==> src/rtl/mem_pkg.sv <==
// Shared definitions for the memory-access pipeline stage: widths, writeback
// select encodings, FSM states and the writeback mux.
package mem_pkg;

  localparam int DATA_W          = 32;
  localparam int REG_W           = 5;
  localparam int CNT_W           = 8;
  localparam int TIMEOUT_DEFAULT = 255;

  typedef enum logic [1:0] {
    WB_ALU  = 2'b00,
    WB_MEM  = 2'b01,
    WB_NPC  = 2'b10,
    WB_ZERO = 2'b11
  } wb_sel_e;

  typedef enum logic {
    ST_IDLE   = 1'b0,
    ST_ACCESS = 1'b1
  } state_e;

  // WB_MEM only ever commits on a completed access, so rdata is valid there.
  function automatic logic [DATA_W-1:0] wb_select(
    input logic [1:0]        sel,
    input logic [DATA_W-1:0] alu,
    input logic [DATA_W-1:0] npc,
    input logic [DATA_W-1:0] rdata
  );
    logic [DATA_W-1:0] res;
    res = '0;
    case (wb_sel_e'(sel))
      WB_ALU:  res = alu;
      WB_MEM:  res = rdata;
      WB_NPC:  res = npc;
      WB_ZERO: res = '0;
      default: res = '0;
    endcase
    return res;
  endfunction

endpackage

==> src/rtl/reg_mem2wb.sv <==
// MEM/WB pipeline register. A bubble cycle drops the write enable and holds
// the destination and data so downstream sees a stable no-op.
module reg_mem2wb
  import mem_pkg::*;
(
  input  logic              clock,
  input  logic              reset,
  input  logic              bubble,
  input  logic              reg_write_in,
  input  logic [REG_W-1:0]  num_write_in,
  input  logic [DATA_W-1:0] wb_data_in,
  output logic              reg_write_out,
  output logic [REG_W-1:0]  num_write_out,
  output logic [DATA_W-1:0] wb_data_out
);

  always_ff @(posedge clock or posedge reset) begin
    if (reset) begin
      reg_write_out <= 1'b0;
      num_write_out <= '0;
      wb_data_out   <= '0;
    end else if (bubble) begin
      reg_write_out <= 1'b0;
    end else begin
      reg_write_out <= reg_write_in;
      num_write_out <= num_write_in;
      wb_data_out   <= wb_data_in;
    end
  end

endmodule

==> src/rtl/mem_stage.sv <==
// MEM pipeline stage: issues loads/stores to a ready-handshaked data memory,
// stalls upstream while the access is outstanding and aborts on timeout.
module mem_stage
  import mem_pkg::*;
#(
  parameter int TIMEOUT_CYCLES = TIMEOUT_DEFAULT
) (
  input  logic              clock,
  input  logic              reset,
  input  logic              mem_write_in,
  input  logic [1:0]        s_data_write_in,
  input  logic              reg_write_in,
  input  logic [DATA_W-1:0] npc_in,
  input  logic [DATA_W-1:0] alu_res_in,
  input  logic [DATA_W-1:0] gpr_b_in,
  input  logic [REG_W-1:0]  num_write_in,
  output logic              dmem_req,
  output logic              dmem_we,
  output logic [DATA_W-1:0] dmem_addr,
  output logic [DATA_W-1:0] dmem_wdata,
  input  logic              dmem_ready,
  input  logic [DATA_W-1:0] dmem_rdata,
  output logic              stall_out,
  output logic              reg_write_out,
  output logic [REG_W-1:0]  num_write_out,
  output logic [DATA_W-1:0] wb_data_out,
  output logic              err_out
);

  // Last ACCESS cycle index: the counter starts at zero on entry, so the
  // abort fires on the TIMEOUT_CYCLES-th cycle without ready.
  localparam logic [CNT_W-1:0] CNT_LAST = CNT_W'(TIMEOUT_CYCLES - 1);

  state_e            state, state_nxt;
  logic [CNT_W-1:0]  cnt, cnt_nxt;
  logic              mem_op;
  logic              stall;
  logic              bubble;
  logic              start;
  logic              finish;
  logic              abort;
  logic [DATA_W-1:0] wb_data;

  assign mem_op = mem_write_in | (s_data_write_in == WB_MEM);

  always_comb begin
    state_nxt = state;
    cnt_nxt   = cnt;
    stall     = 1'b0;
    bubble    = 1'b1;
    start     = 1'b0;
    finish    = 1'b0;
    abort     = 1'b0;
    case (state)
      ST_IDLE: begin
        if (mem_op) begin
          stall     = 1'b1;
          start     = 1'b1;
          cnt_nxt   = '0;
          state_nxt = ST_ACCESS;
        end else begin
          bubble = 1'b0;
        end
      end
      ST_ACCESS: begin
        // Ready takes priority over a coincident timeout.
        if (dmem_ready) begin
          bubble    = 1'b0;
          finish    = 1'b1;
          state_nxt = ST_IDLE;
        end else if (cnt == CNT_LAST) begin
          abort     = 1'b1;
          state_nxt = ST_IDLE;
        end else begin
          stall   = 1'b1;
          cnt_nxt = cnt + 1'b1;
        end
      end
      default: begin
        state_nxt = ST_IDLE;
      end
    endcase
  end

  assign stall_out = stall & ~reset;
  assign wb_data   = wb_select(s_data_write_in, alu_res_in, npc_in, dmem_rdata);

  // FSM, wait counter and sticky error
  always_ff @(posedge clock or posedge reset) begin
    if (reset) begin
      state   <= ST_IDLE;
      cnt     <= '0;
      err_out <= 1'b0;
    end else begin
      state <= state_nxt;
      cnt   <= cnt_nxt;
      if (abort) begin
        err_out <= 1'b1;
      end
    end
  end

  // Memory request register: captured on ACCESS entry, held until done
  always_ff @(posedge clock or posedge reset) begin
    if (reset) begin
      dmem_req   <= 1'b0;
      dmem_we    <= 1'b0;
      dmem_addr  <= '0;
      dmem_wdata <= '0;
    end else if (start) begin
      dmem_req   <= 1'b1;
      dmem_we    <= mem_write_in;
      dmem_addr  <= {alu_res_in[DATA_W-1:2], 2'b00};
      dmem_wdata <= gpr_b_in;
    end else if (finish || abort) begin
      dmem_req <= 1'b0;
    end
  end

  reg_mem2wb u_mem2wb (
    .clock         (clock),
    .reset         (reset),
    .bubble        (bubble),
    .reg_write_in  (reg_write_in),
    .num_write_in  (num_write_in),
    .wb_data_in    (wb_data),
    .reg_write_out (reg_write_out),
    .num_write_out (num_write_out),
    .wb_data_out   (wb_data_out)
  );

endmodule

==> config.mk <==
export PLATFORM = sky130hd
export DESIGN_NAME = mem_stage
export DESIGN_NICKNAME = d
export VERILOG_FILES = /design/src/rtl/mem_pkg.sv /design/src/rtl/reg_mem2wb.sv /design/src/rtl/mem_stage.sv
export SDC_FILE = /design/constraint.sdc
export NUM_CORES = 1
export LEC_CHECK = 0
export CAP_MARGIN = 20
export CORE_ASPECT_RATIO = 0.7
export CORE_MARGIN = 1.5
export CORE_UTILIZATION = 45
export CTS_BUF_LIST = sky130_fd_sc_hd__clkbuf_4 sky130_fd_sc_hd__clkbuf_8
export DETAILED_ROUTE_END_ITERATION = 12
export GPL_TIMING_DRIVEN = 0
export PLACE_DENSITY = 0.87
export SETUP_SLACK_MARGIN = 0.1
export SYNTH_ARGS = -nofsm -noshare
export SYNTH_HDL_FRONTEND = slang
export SYNTH_SLANG_ARGS = --single-unit
==> constraint.sdc <==
create_clock -name clock -period 7.02 [get_ports clock]
set_input_delay 2.106 -clock clock [delete_from_list [all_inputs] [get_ports clock]]
set_output_delay 2.106 -clock clock [all_outputs]
set_load 0.005 [all_outputs]
== Yosys cells after proc, flatten, opt, wreduce, memory -nomap -nowiden ==
Cells that the tools add are included.

* Multiplexer cells: 20
* Reduce and logical (&&, ||, !) cells: 4
* Equality and inequality tests: 7
* Bitwise logic cells: 4
* Add/subtract/negate cells: 1

{| class="wikitable"
|+ Operator list
! operator !! count
|-
| 32-bit case mux with 4 select lines || 1
|-
| 8-bit 2-to-1 mux || 3
|-
| 8-bit case mux with 2 select lines || 1
|-
| 1-bit 2-to-1 mux || 13
|-
| 8-bit by 1-bit adder with 8-bit output (second input constant) || 1
|-
| 8-bit == test (second input constant) || 1
|-
| 2-bit inequality test (second input constant) || 3
|-
| 2-bit == test (second input constant) || 2
|-
| 1-bit case mux with 2 select lines || 2
|-
| 3-bit AND reduction || 1
|-
| 2-bit by 1-bit == test with 1-bit output (second input constant) || 1
|-
| 2-bit zero test || 1
|-
| 1-bit inverter || 2
|-
| 2-bit nonzero test || 1
|-
| 1-bit bitwise AND || 1
|-
| 1-bit logical OR || 1
|-
| 1-bit bitwise OR || 1
|}

* Output and inout port bits: 106
* Bits in registers: 112
* Input bits: 140
* Word-level logic and storage cells: 46

== Depth between registers and ports, before layout ==
* Depth after elaboration: 7
* Gate-level depth with buffers: 9
* Mapped depth without buffers: 6

== By module ==
Synthesis repeated with hierarchy kept, for this count alone.

* Cells, all modules: 509
* Area, all modules: 5118.7 µm²

{| class="wikitable"
|+ By module, submodules not included
! module !! area an instance (µm²) !! cells each !! sequential area each (µm²) !! times used
|-
| mem_stage || 3631.0 || 428 || 1851.8 || 1
|-
| reg_mem2wb || 1487.7 || 81 || 950.9 || 1
|}

== Worst setup path before layout ==
Ideal clock, no wire load.

* Kind: input to output
* Start: input s_data_write_in[1]
* End: output stall_out
* Data required time: 4.914 ns
* Arrival: 3.003 ns
* Slack: 1.911 ns
* Cell stages on the path: 6
* Cell sequence: buf_2 > nor2b_1 > buf_4 > o21bai_1 > and2_1 > nor2_1

* Longest elaborated chain between the ends: 5

{| class="wikitable"
|+ RTL lines
! what !! RTL line !! source
|-
| start, declared || mem_stage.sv:11 || <nowiki>input logic [1:0] s_data_write_in,</nowiki>
|-
| 2-bit by 1-bit == test with 1-bit output || mem_stage.sv:44 || <nowiki>assign mem_op = mem_write_in | (s_data_write_in == WB_MEM);</nowiki>
|-
| 1-bit bitwise OR || mem_stage.sv:44 ||
|-
| 1-bit 2-to-1 mux || mem_stage.sv:56 || <nowiki>if (mem_op) begin</nowiki>
|-
| 1-bit case mux with 2 select lines || mem_stage.sv:54 || <nowiki>case (state)</nowiki>
|-
| 1-bit bitwise AND || mem_stage.sv:85 || <nowiki>assign stall_out = stall & ~reset;</nowiki>
|-
| end, declared || mem_stage.sv:23 || <nowiki>output logic stall_out,</nowiki>
|}

Every way passes these cells.

== Final worst setup path ==
* Start: input s_data_write_in[0]
* End: output stall_out

Same word-level chain as after synthesis.

==> results by group <==
CTS
  – Worst skew pair latency: around 0.38 ns
  – Clock transition at path regs: around 0.11 ns
  – CTS tree: done
  – Num Clock Sinks: 112
  – Deepest clock path buffer count: 2
  – Post_cts resized: 0
  – Post-CTS setup buffer count: 0
  – Cts bufs inserted: 9
  – Hold_buf cts: 0
  – Clk Tree Root Cell: clkbuf_8
  – H-Tree Depth: 3

Critical path
  – Worst Setup SP: s_data_write_in[0]
  – CP Data Arrival Time: 4.20 ns
  – Crit-path most repeated cell: clkdlybuf4s50_1
  – WP data required: 4.91 ns
  – Buf/Inv on CP: 3
  – Critical Path End Type: output port
  – Worst R2R Path Depth: 7
  – Worst path cell trace: clkdlybuf4s50_1 > nor2b_1 > buf_4 > o21bai_1 > and2_1 > nor2_1 > clkdlybuf4s50_1
  – Slowest stage cell, crit path: clkdlybuf4s50_1
  – CP delay by family, top: buffers and inverters
  – Slack of the worst reg-to-reg path: 5.06 ns
  – Worst R2R Start: cnt[0]
  – Startpoint Class: primary input
  – CP peak stage delay: 0.51 ns
  – Crit path kind: in2out
  – Path length in cells of the critical path: 7
  – Reg2reg end: cnt[3]
  – Crit Path Max Fanout: 7

Die
  – DIE HEIGHT: 92.2 µm
  – Horiz. Die Dim: 130 µm
  – Core outline area: 11100 µm²
  – # rows: 32
  – Boundary pin count: 246
  – Starting Density: 46.3%
  – Area of the die: 12000 µm²

Route
  – DRT iter0 DRCs: 229
  – TritonRoute pass-1 iters: 4
  – Residual DRC: 0
  – WL/cell: 17.3 µm
  – Via Count: about 4700
  – Total length of routed wires: ~16000 µm
  – Vias per cell: 5.02
  – DRT antenna net count: 0

Logic synthesis
  – Synth Area in Adders: 0.489%
  – Syn Area/Cell: 9.91 µm²
  – Post-synthesis mux area share: between 10% and 20%
  – Post-Synth Simple-Gate Area: a little under a fifth
  – Synth Warn #: 0
  – Post-synthesis compound-gate area fraction: 5.34%
  – Largest family of logic cells by synthesized area: simple AND/OR/NAND/NOR gates
  – Post-synthesis sequential area ratio: 54.8%
  – #FFs+latches synth: 112
  – Synth Cell Area: 5110 µm²
  – Synth Area in XOR/XNOR: less than 1%
  – Post-Synthesis Cells: 516
  – Synth cell types: 34

Placed design
  – Placer Congestion: 0.855
  – Post-DP HPWL: ~12000 µm
  – I/O Buffers: 242

Timing
  – Endpoints failing hold: 0
  – Slew Limit Headroom: between 60% and 70%
  – Post-route setup TNS: 0 ns
  – Period minus WS final: around 6.3 ns
  – Layout Skew: 0.0127 ns
  – Final worst-path cycle share: 89.9%
  – Peak Freq: 159 MHz
  – Final Max Slew Viols: 0
  – Worst-Margin Slew: around 0.54 ns
  – RSZ-0062 raised after global routing: false
  – Final Setup Violations: 0

Status
  – Status: finished, final reports clean

Worst hold path
  – Worst hold stages: 2
  – Worst min-delay path startpoint: dmem_addr[16]
  – Hold crit path type: reg2reg
  – Hold worst-path end: dmem_addr[16]

Final layout
  – Most frequent cells in the layout: clkdlybuf4s50_1 (242), nand2_1 (223), dfrtp_1 (112)
  – Share of cells above drive strength 1: 8.12%
  – Syn-to-layout area delta: 55.9%
  – # diodes: 0
  – Post-Route Utilization: 72.1%
  – NumNets Final: 913
  – Commonest non-fill, non-tap cell in the layout: clkdlybuf4s50_1
  – Fillers: 815

Power
  – LEAKAGE: 3.75 nW
  – Max IR drop VDD: 0.142 mV
  – Pwr dens: around 270 nW/µm²

Global route
  – Initial antenna violation count: 0
  – All-layer global routing usage: 26.8%
  – Grt ovf: 0
  – Number of global-route vias before repair: 4804
  – First-pass GRT wire length: 24700 µm
  – Largest net degree at the start of global routing: 73

Flow run
  – Maxcap violations: 0
[cells by family after synthesis]
kind of cell	after synthesis
multiplexers	71
AND/OR/NAND/NOR	246
adder cells (fa/ha/maj)	2
AO/OA/AOI/OAI	48
flip-flops	112
buffers and inverters	35
other	1
XOR/XNOR	1
[state kept, by name, indices dropped and copies added (netlist names)]
register                count
dmem_wdata                 32
u_mem2wb.wb_data_out       32
dmem_addr                  30
cnt                         8
u_mem2wb.num_write_out      5
dmem_req                    1
dmem_we                     1
err_out                     1
state                       1
u_mem2wb.reg_write_out      1
[report_power, final]
| part | switching, W | total [W] | internal (W) |
|---|---|---|---|
| Sequential | 0.000101 | 0.000914 | 0.000813 |
| Combinational | 0.000315 | 0.000811 | 0.000497 |
| Clock | 0.000231 | 0.000411 | 0.000180 |
| Total | 0.000646 | 0.00214 | 0.00149 |
[how the worst max path moves through the flow]
| stage | end | slack [ns] |
|---|---|---|
| 2_1_floorplan | stall_out | 1.91 |
| 3_3_place_gp | u_mem2wb.num_write_out[0] | 0.44 |
| 3_5_place_dp | stall_out | 0.74 |
| 4_1_cts | stall_out | 0.73 |
| 5_1_grt | stall_out | 0.56 |
| 6_report | stall_out | 0.71 |
[metrics by stage]
stage / std cells / cell area (µm²) / total power (W) / worst slack [ns] / hold WS (ns)
4_1_cts: 929 / 7970 / 0.00215 / 0.731 / 0.489
3_3_place_gp: 912 / 7730 / 0.00170 / 0.439 / 0.458
2_1_floorplan: 517 / 5120 / 0.00122 / 1.91 / 0.451
6_report: 929 / 7970 / 0.00214 / 0.711 / 0.485
5_1_grt: 929 / 7970 / 0.00225 / 0.564 / 0.510
3_5_place_dp: 913 / 7760 / 0.00174 / 0.743 / 0.462
[Yosys cell counts, drive strengths merged]
master  number  area [µm²]
o21ba        1        10.0
mux2        39         510
conb         1        3.75
a211o        2        17.5
mux2i       32         320
a21oi        1        5.00
inv          3        11.3
nor2b        2        12.5
o311ai       1        8.76
xnor2        1        8.76
buf         18         143
o41ai        1        8.76
or2          1        6.26
clkbuf      14        52.6
o21bai       1        7.51
nand2b       2        12.5
dfrtp      112        2800
nand3        6        30.0
o21ai       37         185
and2         2        12.5
ha           2        25.0
nor3         3        15.0
nand4        1        6.26
nor2         6        30.0
a21o         4        30.0
nand2      223         837
[worst min-delay path, cell delays in order (launching register included)]
cell	delay (ns)
dfrtp_1	0.36
nand2_1	0.05
nand2_1	0.05
[metal layers]
metal / global-route usage (%) / routed length [µm] / vias to the layer above
met5: 0 / 0 / -
met4: 9.34 / 506 / 0
met3: 5.83 / 1050 / 45
met2: 47.0 / 8120 / 171
met1: 32.6 / 6390 / 2260
li1: - / - / 2184
[final cells by class]
type / count / area [µm²] / area share [%]
flip-flops and latches: 112 / 2800 / 35.2
repair buffers: 243 / 2450 / 30.7
multi-input cells: 370 / 2110 / 26.4
plain buffers: 32 / 195 / 2.45
well taps: 153 / 191 / 2.40
clock buffers: 10 / 138 / 1.73
clock inverters: 6 / 73.8 / 0.926
inverters: 3 / 13.8 / 0.173
No activity file was read; power rests on OpenSTA's default activity.
